==> src/rtl/riscv_pkg.sv <==
// -----------------------------------------------------------------------------
// riscv_pkg
// Shared definitions for the PC / branch datapath:
//   - funct3 condition codes of the conditional-branch instructions
//   - pcState_e : two-state control of the PC unit (RUN, TRAP)
// No ports (package).
// -----------------------------------------------------------------------------
package riscv_pkg;

  localparam logic [2:0] F3_BEQ  = 3'b000;
  localparam logic [2:0] F3_BNE  = 3'b001;
  localparam logic [2:0] F3_BLT  = 3'b100;
  localparam logic [2:0] F3_BGE  = 3'b101;
  localparam logic [2:0] F3_BLTU = 3'b110;
  localparam logic [2:0] F3_BGEU = 3'b111;

  typedef enum logic {
    RUN  = 1'b0,
    TRAP = 1'b1
  } pcState_e;

endpackage

==> src/rtl/branch_cond.sv <==
// -----------------------------------------------------------------------------
// branch_cond
// Decodes funct3 into the comparator signedness select and the branch outcome.
// Ports:
//   funct3   in  3  branch condition code
//   BrEq     in  1  rs1 == rs2 from the comparator
//   BrLT     in  1  rs1 <  rs2 from the comparator (signedness chosen by BrUn)
//   BrUn     out 1  comparator unsigned select (BLTU/BGEU)
//   condTrue out 1  branch condition holds
// -----------------------------------------------------------------------------
module branch_cond
  import riscv_pkg::*;
(
  input  logic [2:0] funct3,
  input  logic       BrEq,
  input  logic       BrLT,
  output logic       BrUn,
  output logic       condTrue
);

  assign BrUn = (funct3 == F3_BLTU) || (funct3 == F3_BGEU);

  always_comb begin
    // NOTE: default assigned before the case so every path drives condTrue;
    // otherwise the unlisted codes (010/011) would infer a latch.
    condTrue = 1'b0;
    case (funct3)
      F3_BEQ:           condTrue = BrEq;
      F3_BNE:           condTrue = !BrEq;
      F3_BLT,  F3_BLTU: condTrue = BrLT;
      F3_BGE,  F3_BGEU: condTrue = !BrLT;
      default:          condTrue = 1'b0;
    endcase
  end

endmodule

==> src/rtl/pc_branch_unit.sv <==
// -----------------------------------------------------------------------------
// pc_branch_unit
// Program counter with single-cycle branch/jump redirect and a trap on
// targets that are not 4-byte aligned (target[1] set). The trap holds the PC
// until trap_ack, which vectors to TRAP_VEC.
// Optional feature macro: BRANCH_PERF_EN adds branch/taken-branch counters.
// Parameters: WIDTH, RESET_PC, TRAP_VEC.
// Ports:
//   clk, rst          clock; synchronous active-high reset
//   stall             hold PC this cycle (ignored in TRAP)
//   branch/jump/jalr  control-flow class of current instruction
//   funct3            branch condition code
//   BrEq, BrLT        comparator results;  BrUn  comparator unsigned select
//   imm, rs1          immediate and jalr base
//   pc, pc_plus4      current PC and PC+4
//   taken             control transfer selected this cycle
//   trap_valid/trap_pc/trap_ack  misaligned-target trap handshake
//   br_count, br_taken_count     (BRANCH_PERF_EN only) 32-bit counters
// -----------------------------------------------------------------------------
module pc_branch_unit
  import riscv_pkg::*;
#(
  parameter int               WIDTH    = 32,
  parameter logic [WIDTH-1:0] RESET_PC = 32'h0000_0000,
  parameter logic [WIDTH-1:0] TRAP_VEC = 32'h0000_0100
) (
  input  logic             clk,
  input  logic             rst,
  input  logic             stall,
  input  logic             branch,
  input  logic             jump,
  input  logic             jalr,
  input  logic [2:0]       funct3,
  input  logic             BrEq,
  input  logic             BrLT,
  output logic             BrUn,
  input  logic [WIDTH-1:0] imm,
  input  logic [WIDTH-1:0] rs1,
  output logic [WIDTH-1:0] pc,
  output logic [WIDTH-1:0] pc_plus4,
  output logic             taken,
  output logic             trap_valid,
  output logic [WIDTH-1:0] trap_pc,
  input  logic             trap_ack
`ifdef BRANCH_PERF_EN
  ,
  output logic [31:0]      br_count,
  output logic [31:0]      br_taken_count
`endif
);

  pcState_e         state;
  logic             condTrue;
  logic [WIDTH-1:0] jalrSum;
  logic [WIDTH-1:0] target;

  branch_cond uCond (
    .funct3   (funct3),
    .BrEq     (BrEq),
    .BrLT     (BrLT),
    .BrUn     (BrUn),
    .condTrue (condTrue)
  );

  assign pc_plus4 = pc + WIDTH'(4);
  assign jalrSum  = rs1 + imm;
  // jalr clears bit 0 of its sum; jalr wins over jump/branch.
  assign target   = jalr ? {jalrSum[WIDTH-1:1], 1'b0} : (pc + imm);
  assign taken    = (state == RUN) && (jalr || jump || (branch && condTrue));
  assign trap_valid = (state == TRAP);

  always_ff @(posedge clk) begin
    // NOTE: non-blocking assignments for all registered state so every
    // register samples pre-edge values regardless of statement order.
    if (rst) begin
      pc      <= RESET_PC;
      state   <= RUN;
      trap_pc <= '0;
    end else begin
      case (state)
        RUN: begin
          if (!stall) begin
            if (!taken) begin
              pc <= pc_plus4;
            end else if (target[1]) begin
              // Misaligned target: PC stays on the offending instruction.
              trap_pc <= target;
              state   <= TRAP;
            end else begin
              pc <= target;
            end
          end
        end
        TRAP: begin
          if (trap_ack) begin
            pc    <= TRAP_VEC;
            state <= RUN;
          end
        end
        default: state <= RUN;
      endcase
    end
  end

`ifdef BRANCH_PERF_EN
  always_ff @(posedge clk) begin
    if (rst) begin
      br_count       <= '0;
      br_taken_count <= '0;
    end else if ((state == RUN) && branch && !stall) begin
      br_count <= br_count + 32'd1;
      if (condTrue) begin
        br_taken_count <= br_taken_count + 32'd1;
      end
    end
  end
`endif

endmodule

==> config.mk <==
export PLATFORM = sky130hd
export DESIGN_NAME = pc_branch_unit
export DESIGN_NICKNAME = d
export VERILOG_FILES = /design/src/rtl/riscv_pkg.sv /design/src/rtl/branch_cond.sv /design/src/rtl/pc_branch_unit.sv
export SDC_FILE = /design/constraint.sdc
export NUM_CORES = 1
export LEC_CHECK = 0
export CORE_AREA = 2 2 152 154
export CTS_CLUSTER_SIZE = 8
export DETAILED_ROUTE_END_ITERATION = 7
export DIE_AREA = 0 0 154 156
export PLACE_DENSITY = 0.53
export RECOVER_POWER = 100
export SYNTH_ARGS = -nofsm -noshare
export SYNTH_HDL_FRONTEND = slang
export SYNTH_SLANG_ARGS = --single-unit
==> constraint.sdc <==
create_clock -name clk -period 9.7 [get_ports clk]
set_input_delay 1.94 -clock clk [delete_from_list [all_inputs] [get_ports clk]]
set_output_delay 1.94 -clock clk [all_outputs]
set_load 0.005 [all_outputs]
== Yosys cells after proc, flatten, opt, wreduce, memory -nomap -nowiden ==
Cells that the tools add are included.
Operators by class
  $add $sub $neg: 3
  $mul: 0
  divide/modulo/power cells: 0
  magnitude comparators: 0
  equal/unequal tests: 8
  shift-type cells: 0
  muxes and demuxes: 12
  bitwise operators: 2
  reductions and logical operators: 12
Operator list (number)
  $mux W32: 5
  $add A32 B32 Y32: 2
  $pmux W32 S2: 1
  $add A32 B3 Y32 const B: 1
  $eq A3 B3 Y1 const B: 4
  $mux W1: 4
  $ne A2 B2 Y1 const B: 2
  $pmux W1 S4: 1
  $reduce_and A4 Y1: 1
  $reduce_or A2 Y1: 2
  $eq A3 B1 Y1 const B: 1
  $logic_not A3 Y1: 1
  $logic_or A1 B1 Y1: 3
  $ne A3 B3 Y1 const B: 1
  $reduce_and A3 Y1: 1
  $logic_and A1 B1 Y1: 2
  $logic_not A1 Y1: 2
  $not A1 Y1: 2
  $pmux W1 S2: 1
Word-level totals
  register bits after elaboration: 65
  bits in latches: 0
  memory bits (writable): 0
  memory bits (read-only): 0
  bits of input ports: 76
  output and inout bits: 99
  logic and storage cells: 40
  memories kept: 0

== Depth between registers and ports, before layout ==
  depth after elaboration: 9
  depth in mapped cells: 13
  depth with buffers taken out: 12

== By module ==
Synthesis repeated with hierarchy kept, for this count alone.
Second synthesis, totals
  cells, all modules: 895
  area, all modules: 6598.8 µm²
Modules (own cells, without submodules)
  pc_branch_unit: times used 1, cells each 889, area an instance 6555.0 µm², seq. area each 1281.2 µm²
  branch_cond: times used 1, cells each 6, area an instance 43.8 µm², seq. area each 0.0 µm²

== Worst setup path before layout ==
No wires, ideal clock.
  kind: in2out
  start point: input BrEq
  end point: output taken
  arrival time: 3.250 ns
  required time: 7.760 ns
  path slack: 4.510 ns
  cell stages on the path: 7
  path buffers: 1
  path through: xnor2_1 > o31ai_1 > a21o_1 > nand2b_1 > or2b_2 > inv_1 > clkbuf_1
On the way
  longest elaborated chain between the ends: 5
RTL lines
  start, declared: line pc_branch_unit.sv:34  | input logic BrEq,
  $logic_not A1 Y1: line branch_cond.sv:29  | F3_BNE: condTrue = !BrEq;
  $pmux W1 S4 *: line branch_cond.sv:27  | case (funct3)
  $logic_and A1 B1 Y1 *: line pc_branch_unit.sv:69  | assign taken = (state == RUN) && (jalr || jump || (branch && condTrue));
  $logic_or A1 B1 Y1 *: line pc_branch_unit.sv:69
  $logic_and A1 B1 Y1 *: line pc_branch_unit.sv:69
  end, declared: line pc_branch_unit.sv:41  | output logic taken,
Mark *: on every way between the ends. The rest lies on a longest branch, timed or not.

== Final worst setup path ==
  start point: input funct3[0]
  end point: output taken
On the way
  longest elaborated chain between the ends: 6
  elaborated cells on any way between the ends: 12
  those cells by class: eq/ne (5); mux (1); reduce/logical (6)
RTL lines
  start, declared: line pc_branch_unit.sv:33  | input logic [2:0] funct3,
  $eq A3 B3 Y1: line branch_cond.sv:27
  $reduce_or A2 Y1: line branch_cond.sv:27
  $pmux W1 S4 *: line branch_cond.sv:27
  $logic_and A1 B1 Y1 *: line pc_branch_unit.sv:69
  $logic_or A1 B1 Y1 *: line pc_branch_unit.sv:69
  $logic_and A1 B1 Y1 *: line pc_branch_unit.sv:69
Marks and branches as above.

==> impl_metrics.ini <==
[status]
violations = max-capacitance violations, max-slew violations
status = finished with violations

[worst_setup_path]
critPathMostFrequentCell = dlygate4sd3_1
endpoint_kind = output pin
startpoint_type = primary input
rr_startpoint = pc[0]
crit_required_ns = 7.76
crit_type = primary input to output pin
crit_arrival_ns = 5.53
critPathSlowestCell = or2b_1
startpoint = funct3[0]
critical_path_depth = 9
path_max_fanout = 22
cp_cell_sequence = dlygate4sd3_1, xor2_1, nand2_1, o31ai_1, a21o_1, nand2b_1, or2b_1, inv_1, dlygate4sd3_1
cp_num_buf_inv = 3
rrSetupSlack_ns = 5.17
critPathMaxStageDelay_ns = 0.75
r2r_end = trap_pc[25]
critPathTopFamily = buffers and inverters
crit_end = taken
rr_worst_depth = 7

[sta]
post-route-period-util_pct = 77.0
relSlewSlack_pct = -49.7
hold_ws_ns = 0.451
hold_viol = 0
finalSetupViolCount = 0
fmax_mhz = 134
tightest_slew_ns = 2.23
fin_skew_ns = 0.00763
period_needed_ns = 7.47
rsz0062_at_grt = false
slew_viol_final = 21
tns_ns = 0

[layout]
area_growth_pct = 32.3
fin_util_pct = 39.0
fin_nets = 1161
multi_input_area_mm2 = 0.00495
fin_cells = 1312
drive_gt1_share_pct = 3.31
register_area_mm2 = 0.00128
insertedDiodeCount = 0
nFillCells = 2329

[cts]
ctsHoldBuffers = 0
cts_root_buffer = clkbuf_16
cts-buffers-inserted = 9
cts.htree.levels = 3
cts_resized = 0
clk_latency_ns = 0.34
cts_tree = built
clock-sinks = 64
cts_setup_buffers = 0
cts.clk_slew.worst_paths_ns = 0.05
clk_path_buf_depth = 2

[grt]
grt_start_max_net_pins = 39
overflow = 0
antenna_found_initial = 0
grt_pass1_wl_um = 36700
track_usage_pct = 19.5
grt_pass1_vias = 6420

[die]
rows = 55
die_x_um = 154
die-area_mm2 = 0.0240
initial_core_util_pct = 29.5
ios = 175
core_mm2 = 0.0224
dieHeight_um = 156

[hold_path]
hp-class = flop to flop
hold_start = trap_pc[2]

[pwr]
power.leakage_nw = 3.88
max-vdd-ir-drop_mv = 0.0613
p_per_area_mw_per_mm2 = 132

[routing]
wl_per_cell_um = 18.4
wl_met2_um = 11300
wl_met1_um = 11600
first_pass_iters = 5
vias_per_cell = 5.29
top_layer = met4
vias = 6945
drtIter0Drc = 458
drtAntennaViolNets = 0
drt-total-wl_um = 24200
dr_wl_met3_um = 1060
drc = 0

[logic_synthesis]
ys_ff_latch = 64
async_flop_share_pct = 0
yosysSeqAreaShare_pct = 19.4
syn_area_per_cell_um2 = 7.48
yosys_warnings = 0
synth_cells = 882
ys_types = 75
synth_edf_count = 0
ys.flop_type = dfxtp_1
netlist_area_mm2 = 0.00660

[place]
dp_hpwl_um = 19200
place_congestion = 0.873
placed_cells = 1296
port_buffers = 172

[run]
maxCapViolCount = 1
[placed cells by master, fill, tap and decap left out, types with 3 or more instances in the layout]
| cell type | Yosys | routed |
|---|---|---|
| dlygate4sd3_1 | 0 | 96 |
| nor2_1 | 91 | 92 |
| a21oi_1 | 91 | 91 |
| clkdlybuf4s50_1 | 0 | 76 |
| nand2_1 | 75 | 75 |
| o21ai_0 | 66 | 67 |
| dfxtp_1 | 64 | 64 |
| ha_1 | 62 | 62 |
| xnor2_1 | 53 | 53 |
| a21o_1 | 40 | 40 |
| nand3_1 | 33 | 33 |
| xor2_1 | 31 | 31 |
| inv_1 | 26 | 26 |
| a211oi_1 | 24 | 24 |
| and3_1 | 12 | 12 |
| nor3_1 | 9 | 12 |
| o21bai_1 | 11 | 11 |
| o211ai_1 | 10 | 10 |
| mux2i_1 | 10 | 10 |
| o31ai_1 | 9 | 9 |
| nand2b_1 | 9 | 9 |
| clkbuf_16 | 0 | 9 |
| a31oi_1 | 8 | 8 |
| nand4_1 | 7 | 7 |
| o31a_1 | 6 | 6 |
| a22oi_1 | 6 | 6 |
| or3_1 | 5 | 5 |
| nor2b_1 | 5 | 5 |
| a22o_1 | 5 | 5 |
| a221oi_1 | 4 | 4 |
| o21a_1 | 4 | 4 |
| clkbuf_1 | 37 | 4 |
| buf_4 | 3 | 4 |
| and2_1 | 5 | 3 |
| a32oi_1 | 3 | 3 |
| clkbuf_8 | 3 | 3 |
[registers in the layout (all words and copies together) (netlist names)]
register and count:
trap_pc 32, trap_valid 1, pc 31
[cell usage after synthesis, types with 6 or more instances]
cell       n  area [um2]
nand3_1   33         165
nor2_1    91         342
a21o_1    40         300
a21oi_1   91         455
inv_1     26        97.6
ha_1      62         776
nand2b_1   9        56.3
o211ai_1  10        75.1
a211oi_1  24         180
o31a_1     6        52.6
a31oi_1    8        50.1
o31ai_1    9        67.6
nand2_1   75         282
nor3_1     9        45.0
xnor2_1   53         464
a22oi_1    6        45.0
clkbuf_1  37         139
xor2_1    31         272
o21ai_0   66         330
nand4_1    7        43.8
mux2i_1   10         100
o21bai_1  11        82.6
dfxtp_1   64        1280
and3_1    12        75.1
[metrics by stage]
stage	cell area [um2]	total power (W)	setup WS, ns
floorplan	6600	0.000640	4.51
global placement	8490	0.000859	2.52
detailed placement	8490	0.000859	2.46
CTS	8780	0.00118	2.46
global route	8730	0.00122	1.68
finish	8730	0.00115	2.23
[where the power goes]
| group | switching [W] | total (W) | leakage [nW] | internal [W] |
|---|---|---|---|---|
| combinational | 0.000275 | 0.000507 | 3.21 | 0.000232 |
| sequential | 0.0000401 | 0.000331 | 0.524 | 0.000291 |
| clock | 0.000121 | 0.000314 | 0.139 | 0.000194 |
| total | 0.000435 | 0.00115 | 3.88 | 0.000717 |
[worst min path at each step]
| stage | to | cells past startpoint | slack, ns |
|---|---|---|---|
| global route | trap_pc[2] | 2 | 0.47 |
| global placement | trap_pc[2] | 2 | 0.45 |
| floorplan | trap_pc[19] | 2 | 0.45 |
| finish | trap_pc[2] | 2 | 0.45 |
| detailed placement | trap_pc[2] | 2 | 0.45 |
| CTS | trap_pc[2] | 2 | 0.46 |
[per-layer routing]
layer / vias up / global-route usage, %
li1: 3504 / -
met1: 3238 / 26.8
met2: 186 / 32.8
met3: 17 / 2.97
met4: 0 / 3.29
met5: - / 0
[cells by family (layout without fill, tap and decap cells)]
family          after synthesis  in the layout  synth area share [%]
other cells                   1              2                0.0568
mux                          10             10                  1.52
buf+inv                      76            220                  5.14
flops                        64             64                  19.4
simple gates                266            266                  18.9
fa+ha+maj                    63             63                  12.1
xor+xnor                     85             85                  11.4
compound gates              317            317                  31.5
[worst reg2reg max path: stages (launching register included)]
cell      delay (ns)
dfxtp_1         0.37
ha_1            0.25
ha_1            0.28
mux2i_1         0.14
nor3_1          1.71
clkbuf_1        1.12
o21ai_0         0.25
o221a_2         0.29
[layout make-up]
class | count | area share (%)
Clock buffer | 14 | 3.14
Clock inverter | 2 | 0.143
Multi-Input combinational cell | 743 | 56.7
Timing Repair Buffer | 178 | 20.2
Inverter | 26 | 1.12
Tap cell | 285 | 4.09
Sequential cell | 64 | 14.7
No activity file was read; power rests on OpenSTA's default activity.
